==> src/rtl/count_display_module.sv <==
// count_display_module
//
// Extends the decade counter's ones digit to two decimal digits and drives a
// two-digit, time-multiplexed, active-low seven-segment display.
//
// The tens digit steps on each rising edge of the counter's registered zero
// flag. The first such edge after reset is the counter's power-up artifact
// and is absorbed, because the counter sits at 0 straight out of reset.
//
// Parameters
//   SCAN_DIV  cycles each digit is lit per scan slot (2..65535)
//   BLANK_LZ  1 = blank the tens digit while it is 0
//
// Ports
//   clk     rising-edge clock, shared with the counter stage
//   rst     synchronous active-high reset
//   mode    count direction: 1 = up, 0 = down
//   number  ones digit from the counter (0..9; anything else shows blank)
//   zero    counter's registered "ones was 0" flag
//   tens    registered tens digit, 0..9
//   wrap    one-cycle pulse when tens crosses the 9/0 boundary
//   seg     active-low segments, seg[0] = a ... seg[6] = g
//   an      active-low digit enables, an[0] = ones, an[1] = tens

module count_display_module #(
    parameter int SCAN_DIV = 1000,
    parameter bit BLANK_LZ = 1'b1
) (
    input  logic       clk,
    input  logic       rst,
    input  logic       mode,
    input  logic [3:0] number,
    input  logic       zero,
    output logic [3:0] tens,
    output logic       wrap,
    output logic [6:0] seg,
    output logic [1:0] an
);

    localparam logic [15:0] SCAN_LAST = 16'(SCAN_DIV - 1);

    logic        zero_q;
    logic        armed;
    logic        zero_rise;
    logic        evt;
    logic [15:0] scan_cnt;
    logic        digit_sel;
    logic [3:0]  src_digit;
    logic [6:0]  seg_next;

    assign zero_rise = zero & ~zero_q;
    assign evt       = zero_rise & armed;

    // Zero edge detection, arming and tens digit.
    always_ff @(posedge clk) begin
        if (rst) begin
            zero_q <= 1'b0;
            armed  <= 1'b0;
            tens   <= 4'd0;
            wrap   <= 1'b0;
        end else begin
            zero_q <= zero;
            wrap   <= 1'b0;
            if (zero_rise) begin
                armed <= 1'b1;
            end
            if (evt) begin
                if (mode) begin
                    if (tens == 4'd9) begin
                        tens <= 4'd0;
                        wrap <= 1'b1;
                    end else begin
                        tens <= tens + 4'd1;
                    end
                end else begin
                    if (tens == 4'd0) begin
                        tens <= 4'd9;
                        wrap <= 1'b1;
                    end else begin
                        tens <= tens - 4'd1;
                    end
                end
            end
        end
    end

    // Scan timer: each digit slot lasts SCAN_DIV cycles.
    always_ff @(posedge clk) begin
        if (rst) begin
            scan_cnt  <= 16'd0;
            digit_sel <= 1'b0;
        end else if (scan_cnt == SCAN_LAST) begin
            scan_cnt  <= 16'd0;
            digit_sel <= ~digit_sel;
        end else begin
            scan_cnt <= scan_cnt + 16'd1;
        end
    end

    assign src_digit = digit_sel ? tens : number;

    always_comb begin
        seg_next = 7'h7F;
        case (src_digit)
            4'd0:    seg_next = 7'h40;
            4'd1:    seg_next = 7'h79;
            4'd2:    seg_next = 7'h24;
            4'd3:    seg_next = 7'h30;
            4'd4:    seg_next = 7'h19;
            4'd5:    seg_next = 7'h12;
            4'd6:    seg_next = 7'h02;
            4'd7:    seg_next = 7'h78;
            4'd8:    seg_next = 7'h00;
            4'd9:    seg_next = 7'h10;
            default: seg_next = 7'h7F;
        endcase
        // Leading-zero blanking keeps the digit enable asserted so the scan
        // duty cycle stays constant.
        if (digit_sel && BLANK_LZ && tens == 4'd0) begin
            seg_next = 7'h7F;
        end
    end

    // Output register: seg and an change together, one cycle after digit_sel.
    always_ff @(posedge clk) begin
        if (rst) begin
            seg <= 7'h7F;
            an  <= 2'b11;
        end else begin
            seg <= seg_next;
            an  <= digit_sel ? 2'b01 : 2'b10;
        end
    end

endmodule
==> config.mk <==
export PLATFORM = sky130hd
export DESIGN_NAME = count_display_module
export DESIGN_NICKNAME = d
export VERILOG_FILES = /design/src/rtl/count_display_module.sv
export SDC_FILE = /design/constraint.sdc
export NUM_CORES = 1
export LEC_CHECK = 0
export ABC_AREA = 0
export CAP_MARGIN = 20
export CORE_ASPECT_RATIO = 0.6
export CORE_MARGIN = 5
export CORE_UTILIZATION = 30
export DETAILED_ROUTE_END_ITERATION = 6
export SYNTH_ARGS = -nofsm -noshare
export SYNTH_HDL_FRONTEND = slang
export SYNTH_SLANG_ARGS = --single-unit
==> constraint.sdc <==
create_clock -name clk -period 3 [get_ports clk]
set_input_delay 0.45 -clock clk [delete_from_list [all_inputs] [get_ports clk]]
set_output_delay 0.45 -clock clk [all_outputs]
set_load 0.01 [all_outputs]
==> impl_summary.txt, run 1 <==
----------------------------------------------------
[STA]
  Crit share post-route ... 66.11%
  Highest achievable clock rate ... 0.5042 GHz
  Setup TNS Final ... 0 ns
  RSZ-0062 raised after global routing ... no
  Worst slew margin relative to its limit ... 57.60%
  Post-route clock skew ... 0.004271 ns
  Final critical delay including setup and external delays ... 1.983 ns
  Total count of max-transition violations in the final report ... 0
  Worst Max-Slew Pin Slew ... 0.6360 ns
  Final setup violating endpoints ... 0
  Hold Vio Cnt, Final ... 0

[Route]
  Final Routed Wirelength ... 3.010 mm
  First-pass DRT Iterations ... 4
  Per-cell routed wire length ... 11.11 um
  Top sig layer ... met4
  Residual DRC ... 0
  Detail Route Antenna Nets ... 0
  Metal1 wirelength ... 1.631 mm
  Number of design-rule violations left by the first detailed-router iteration ... 20
  Detailed route wirelength on metal3 ... 152 um
  Met2 wire length ... 1.192 mm
  Mean number of vias per cell ... 4.727
  Total via count after detailed routing ... 1,281

[Power and ir drop]
  Portion of total power attributed to sequential cells ... 50.3%
  Clk pwr share ... 39.5%
  PD cells ... 481.2 nW/um2
  Internal power ... 0.0007097 W
  IR Drop Worst-Case VDD ... 0.1682 mV
  Logic pwr share ... 10.2%
  Total power draw ... 0.0009290 W
  Leakage power of the design ... 0.6736 nW
  Net switching component of the power ... 0.0002193 W
  Fraction of power spent switching nets ... 23.61%

[Synthesis]
  Number of synthesized register bits ... 33
  Share of flip-flops with an asynchronous set or reset after synthesis ... 0%
  Register area share after synthesis ... 41.74%
  Most area-consuming cells after synthesis ... sky130_fd_sc_hd__dfxtp_1 42%, sky130_fd_sc_hd__xnor2_1 8.3%, sky130_fd_sc_hd__nor2_1 5.5%
  Average size of a mapped cell ... 8.556 um2
  Synth unique cells ... 31
  Cell type contributing the most total cell area after synthesis ... sky130_fd_sc_hd__dfxtp_1
  Syn Nets ... 199
  Post-synthesis cell count ... 185
  Area fraction of the dominant cell type after synthesis ... 41.74%
  Cell area after synthesis ... 1583 um2
  Number of synthesized flops with an enable pin ... 0
  Yosys warns ... 0
  Top_reg_cell synth ... sky130_fd_sc_hd__dfxtp_1

[Worst setup path]
  Launch instance of the worst register-to-register path ... digit_sel
  Worst setup SP type ... register
  Type of the worst setup path ... reg -> out
  End of the worst register-to-register path ... seg[3]
  Critical path's largest stage delay ... 0.64 ns
  Critical Path Start ... tens[1]
  CP Data Required Time ... 2.55 ns
  Worst setup EP type ... output port
  Worst path arrival time ... 1.53 ns
  Cell type of the slowest stage on the worst timing path ... sky130_fd_sc_hd__clkdlybuf4s50_1
  Buf+Inv Stages, Crit Path ... 1
  Register-to-Register Setup Slack ... 1.14 ns
  Critical-path maximum fanout ... 14
  Cell family contributing the most delay on the critical path ... buffers and inverters
  Cells along the critical path ... clkdlybuf4s50_1
  Cells on worst reg2reg path ... 5

[CTS]
  H-Tree Level Count ... 2
  Total number of clock tree sinks ... 33
  Clock insertion delay at the later pin of the skew report ... 0.29 ns
  Setup Buffers After CTS ... 0
  Number of buffers inserted during clock tree synthesis ... 5
  Clock transition at the register clock pins on the worst setup and hold paths after CTS ... 0.07 ns
  TritonCTS clock tree ... built
  Clock tree buffer depth ... 2
  Number of instances resized during post-cts repair ... 0
  Clock root buffer master ... sky130_fd_sc_hd__clkbuf_8
  Hold_buf cts ... 0

[Die]
  Width of the die ... 103.8 um
  I/O Pins ... 22
  Number of placement rows ... 20
  Initial cell density of the core ... 31.16%
  Core region area ... 5080 um2
  Die area ... 6876 um2
  Die Y ... 66.27 um

[Final layout]
  Post-route cell area ... 1931 um2
  Final nets ... 218
  Diode count ... 0
  Synthesis-to-layout area growth ... 21.98%
  Fill cell instance count of the final layout ... 519
  Fraction of layout instances using a drive strength above 1 ... 5.854%
  Seq. cell area ... 660.6 um2
  Area of the multi-input gates ... 834.6 um2

[GRT]
  Global-route wire length before repair ... 5.526 mm
  Via count of the first global-routing pass ... 1,211
  Initial antenna violation count ... 0
  GRT Util Overall ... 10.00%
  Total global routing overflow ... 0
  Largest net degree at the start of global routing ... 16

[Worst hold path]
  Worst Hold Depth ... 2
  End point of the most critical hold path ... armed
  HP Start ... armed
  Class of the tightest hold or removal check ... reg -> reg

[Placed design]
  Count of buffers from port buffering ... 21
  Standard cell area after detailed placement ... 1829 um2
  Global placer's final weighted congestion ... 0.8025
  HPWL after detailed placement ... 2.142 mm

[Flow run]
  Reported max-cap violation count ... 0

[Outcome]
  Run status ... finished clean

----------------------------------------------------
==> logic make-up (layout without fill, tap and decap cells) <==
group | after synthesis | count (layout) | share of synthesized area, %
AO/OA/AOI/OAI | 26 | 26 | 10.83
XOR/XNOR | 18 | 18 | 9.961
adder cells (fa/ha/maj) | 6 | 6 | 4.743
buffers and inverters | 20 | 40 | 5.533
flip-flops | 33 | 33 | 41.74
multiplexers | 8 | 8 | 5.375
AND/OR/NAND/NOR | 74 | 74 | 21.82
==> registers in the layout (all words and copies together), names as in the netlist <==
register	cells
an	2
armed	1
digit_sel	1
scan_cnt	16
seg	7
tens	4
wrap	1
zero_q	1
==> worst max path at each step <==
stage | slack, ns | endpoint | cells after the start
2_1_floorplan | 1.44 | seg[5] | 6
3_3_place_gp | 0.99 | seg[5] | 6
3_5_place_dp | 0.93 | seg[3] | 6
4_1_cts | 1.01 | tens[1] | 1
5_1_grt | 0.87 | seg[5] | 5
6_report | 1.02 | tens[1] | 1
==> Yosys cell counts, types with 4 or more instances <==
library cell	number
sky130_fd_sc_hd__a21oi_1	8
sky130_fd_sc_hd__buf_2	4
sky130_fd_sc_hd__clkbuf_1	4
sky130_fd_sc_hd__dfxtp_1	33
sky130_fd_sc_hd__ha_1	6
sky130_fd_sc_hd__inv_1	11
sky130_fd_sc_hd__mux2i_1	6
sky130_fd_sc_hd__nand2_1	16
sky130_fd_sc_hd__nand3_1	9
sky130_fd_sc_hd__nand4_1	5
sky130_fd_sc_hd__nor2_1	23
sky130_fd_sc_hd__nor3_1	8
sky130_fd_sc_hd__nor4_1	5
sky130_fd_sc_hd__o21ai_0	7
sky130_fd_sc_hd__xnor2_1	15
==> per-layer routing <==
| metal | track usage, % | vias to the layer above |
|---|---|---|
| met2 | 14.29 | 19 |
| met5 | 0 | - |
| met3 | 5.073 | 4 |
| met4 | 3.393 | 0 |
| met1 | 12.92 | 586 |
| li1 | - | 672 |
==> per-stage QoR <==
stage	setup slack (ns)	utilization (%)	hold slack (ns)	instances
6_report	1.017	38.00	0.4619	271
5_1_grt	0.8725	38.00	0.4870	271
4_1_cts	1.007	38.00	0.4661	271
3_5_place_dp	0.9255	36.01	0.4513	263
3_3_place_gp	0.9915	36.01	0.4394	263
2_1_floorplan	1.436	-	0.4286	185
==> cells in the final DEF (no fill, tap or decap), types with 2 or more instances in the layout <==
master | synthesis | routed
sky130_fd_sc_hd__nor2_1 | 23 | 23
sky130_fd_sc_hd__nand3_1 | 9 | 9
sky130_fd_sc_hd__xor2_1 | 3 | 3
sky130_fd_sc_hd__nor2b_1 | 3 | 3
sky130_fd_sc_hd__clkdlybuf4s50_1 | 0 | 21
sky130_fd_sc_hd__inv_1 | 11 | 11
sky130_fd_sc_hd__or3_1 | 2 | 2
sky130_fd_sc_hd__nor3_1 | 8 | 8
sky130_fd_sc_hd__dfxtp_1 | 33 | 33
sky130_fd_sc_hd__nand4_1 | 5 | 5
sky130_fd_sc_hd__a21oi_1 | 8 | 8
sky130_fd_sc_hd__nand2_1 | 16 | 16
sky130_fd_sc_hd__o21bai_1 | 3 | 3
sky130_fd_sc_hd__xnor2_1 | 15 | 15
sky130_fd_sc_hd__o21ai_0 | 7 | 7
sky130_fd_sc_hd__nor4_1 | 5 | 5
sky130_fd_sc_hd__ha_1 | 6 | 6
sky130_fd_sc_hd__clkbuf_8 | 0 | 7
sky130_fd_sc_hd__mux2i_1 | 6 | 6
sky130_fd_sc_hd__a311oi_1 | 2 | 2
sky130_fd_sc_hd__o22ai_1 | 2 | 2
==> area by class of cell <==
type                       count  share of cell area, %
clock buffer                   7                  4.990
multi-input combinational    132                  43.23
timing repair buffer          21                  10.89
sequential                    33                  34.22
clock inverter                 1                 0.2592
tap                           66                  4.277
inverter                      11                  2.139
==> power by group through the flow <==
stage | clock (W) | combinational (W) | sequential [W]
after global routing | 0.000412 | 0.000106 | 0.000470
after floorplan | 0 | 0.0000592 | 0.000475
final | 0.000367 | 0.0000944 | 0.000467
after CTS | 0.000383 | 0.0000952 | 0.000467
after global placement | 0 | 0.0000943 | 0.000477
after detailed placement | 0 | 0.0000947 | 0.000477
Power figures use the tool's default switching activity.
==> inputs of run 2 (changes only) <==
Clock period 3 ns to 1.99 ns, I/O delays scaled along.
==> impl_summary.txt, run 2 (synthesis gave the netlist of run 1 again) <==
----------------------------------------------------
[CTS]
  Setup Buffers After CTS ... 0 (unchanged)
  Clock insertion delay at the later pin of the skew report ... 0.28 ns (was 0.29 ns)
  Clock transition at the register clock pins on the worst setup and hold paths after CTS ... 0.07 ns (about the same)
  TritonCTS clock tree ... built (unchanged)
  Clock root buffer master ... sky130_fd_sc_hd__clkbuf_8 (unchanged)
  Clock tree buffer depth ... 2 (unchanged)
  Total number of clock tree sinks ... 33 (unchanged)
  Number of buffers inserted during clock tree synthesis ... 5 (unchanged)
  Hold_buf cts ... 0 (unchanged)
  Number of instances resized during post-cts repair ... 0 (unchanged)
  H-Tree Level Count ... 2 (unchanged)

[Route]
  Total via count after detailed routing ... 1,282 (was 1,281)
  Mean number of vias per cell ... 4.595 (was 4.727)
  First-pass DRT Iterations ... 4 (unchanged)
  Detail Route Antenna Nets ... 0 (unchanged)
  Per-cell routed wire length ... 11.41 um (was 11.11 um)
  Residual DRC ... 0 (unchanged)
  Final Routed Wirelength ... 3.182 mm (was 3.010 mm)
  Number of design-rule violations left by the first detailed-router iteration ... 25 (was 20)

[Final layout]
  Biggest regs ... scan_cnt x16, seg x7, tens x4 (unchanged)
  Synthesis-to-layout area growth ... 24.82% (was 21.98%)
  Fraction of layout instances using a drive strength above 1 ... 9.390% (was 5.854%)
  Final nets ... 226 (was 218)
  Most frequent standard cell in the layout excluding fill and tap cells ... sky130_fd_sc_hd__dfxtp_1 (unchanged)
  Register name with the most flops ... scan_cnt (unchanged)
  Fill cell instance count of the final layout ... 520 (was 519)
  Number of flip-flops under the largest register name ... 16 (unchanged)
  Diode count ... 0 (unchanged)
  Highest-count cells in the layout ignoring fill and taps ... 33 x sky130_fd_sc_hd__dfxtp_1, 23 x sky130_fd_sc_hd__nor2_1, 21 x sky130_fd_sc_hd__clkdlybuf4s50_1 (unchanged)

[STA]
  Final setup margin ... 0.1729 ns (was 1.017 ns)
  Total count of max-transition violations in the final report ... 0 (unchanged)
  Highest achievable clock rate ... 0.5503 GHz
  Final critical delay including setup and external delays ... 1.817 ns
  Final setup violating endpoints ... 0 (unchanged)
  Crit share post-route ... 91.31%
  Hold Vio Cnt, Final ... 0 (unchanged)
  Setup TNS Final ... 0 ns (unchanged)
  Post-route clock skew ... 0.004293 ns (was 0.004271 ns)
  Worst slew margin relative to its limit ... 69.15% (was 57.60%)
  Worst Max-Slew Pin Slew ... 0.4621 ns (was 0.6360 ns)
  RSZ-0062 raised after global routing ... no (unchanged)

[Worst setup path]
  Buf+Inv Stages, Crit Path ... 1 (unchanged)
  Cell family contributing the most delay on the critical path ... buffers and inverters (unchanged)
  Type of the worst setup path ... reg -> out (unchanged)
  Critical path's largest stage delay ... 0.63 ns (was 0.64 ns)
  CP Data Required Time ... 1.69 ns (was 2.55 ns)
  Cells along the critical path ... clkdlybuf4s50_1 (unchanged)
  Worst path arrival time ... 1.52 ns (was 1.53 ns)
  Worst setup EP type ... output port (unchanged)
  Cell type of the slowest stage on the worst timing path ... sky130_fd_sc_hd__clkdlybuf4s50_1 (unchanged)
  Worst setup SP type ... register (unchanged)
  Critical-path maximum fanout ... 14 (unchanged)

[GRT]
  Via count of the first global-routing pass ... 1,210 (was 1,211)
  Largest net degree at the start of global routing ... 15 (was 16)
  Total global routing overflow ... 0 (unchanged)
  Global-route wire length before repair ... 5.540 mm (was 5.526 mm)
  GRT Util Overall ... 9.989% (was 10.00%)
  Initial antenna violation count ... 0 (unchanged)

[Placed design]
  Global placer's final weighted congestion ... 0.7669 (was 0.8025)
  Place WS ... 0.2274 ns (was 0.9255 ns)
  HPWL after detailed placement ... 2.317 mm (was 2.142 mm)
  Count of buffers from port buffering ... 21 (unchanged)

[Flow run]
  Reported max-cap violation count ... 0 (unchanged)

[Die]
  Core region area ... 5080 um2 (unchanged)
  Number of placement rows ... 20 (unchanged)
  I/O Pins ... 22 (unchanged)
  Die area ... 6876 um2 (unchanged)
  Initial cell density of the core ... 31.16% (unchanged)
  Width of the die ... 103.8 um (unchanged)
  Die Y ... 66.27 um (unchanged)

[Power and ir drop]
  Leakage power of the design ... 0.7024 nW (was 0.6736 nW)
  PD cells ... 684.5 nW/um2 (was 481.2 nW/um2)
  IR Drop Worst-Case VDD ... 0.2267 mV (was 0.1682 mV)

[Worst hold path]
  Class of the tightest hold or removal check ... reg -> reg (unchanged)

[Outcome]
  Run status ... finished clean (unchanged)

----------------------------------------------------
==> run 2: cell types whose count changed in the layout (fill, tap and decap cells not counted), sizes merged <==
cell      previous run  this run
buf                  0         8
clkinvlp             0         1
clkinv               1         2
clkbuf               7         5
==> run 2: layer usage <==
metal	track usage (%)	vias up	part of all wire, %
met4	4.362	0	1.6
li1	-	681	-
met5	0	-	0
met3	4.000	8	5.0
met1	12.71	569	53
met2	14.92	24	40
==> run 2: final timing paths <==
kind | start | end | slack, ns | cells after the start
hold / removal | scan_cnt[0] | scan_cnt[0] | 0.46 | 1
setup reg to reg | tens[0] | seg[3] | 0.38 | 5
hold reg to reg | scan_cnt[0] | scan_cnt[0] | 0.46 | 1
setup / recovery | tens[0] | tens[0] | 0.17 | 1
==> run 2: report_power, final <==
group / internal, W / switching [W]
Clock: 0.000241 / 0.000254
Sequential: 0.000683 / 0.0000208
Combinational: 0.0000833 / 0.0000701
Total: 0.00101 / 0.000345
==> run 2: metrics by stage <==
step | utilization (%) | hold WS, ns | std cells | instance area (um2) | total power, W
after global routing | 38.89 | 0.5003 | 279 | 1976 | 0.001426
after global placement | 37.19 | 0.4391 | 271 | 1889 | 0.0008723
after detailed placement | 37.19 | 0.4567 | 271 | 1889 | 0.0008740
after CTS | 38.89 | 0.4724 | 279 | 1976 | 0.001372
final | 38.89 | 0.4642 | 279 | 1976 | 0.001352
after floorplan | - | 0.4267 | 185 | 1583 | 0.0008053
==> run 2: cell type report <==
cell class	instances	area, um2	area share, %
Clock buffer	5	68.82	3.483
Multi-Input combinational cell	132	834.6	42.24
Tap cell	66	82.58	4.180
Timing Repair Buffer	29	270.3	13.68
Sequential cell	33	660.6	33.44
Clock inverter	3	17.52	0.8866
Inverter	11	41.29	2.090
==> inputs of run 3 (changes only) <==
Settings changed: CTS_BUF_LIST set to sky130_fd_sc_hd__clkbuf_4 sky130_fd_sc_hd__clkbuf_8 sky130_fd_sc_hd__clkbuf_16.
==> results of run 3 <==
No change in the layout: final DEF, timing and power equal those of run 2.
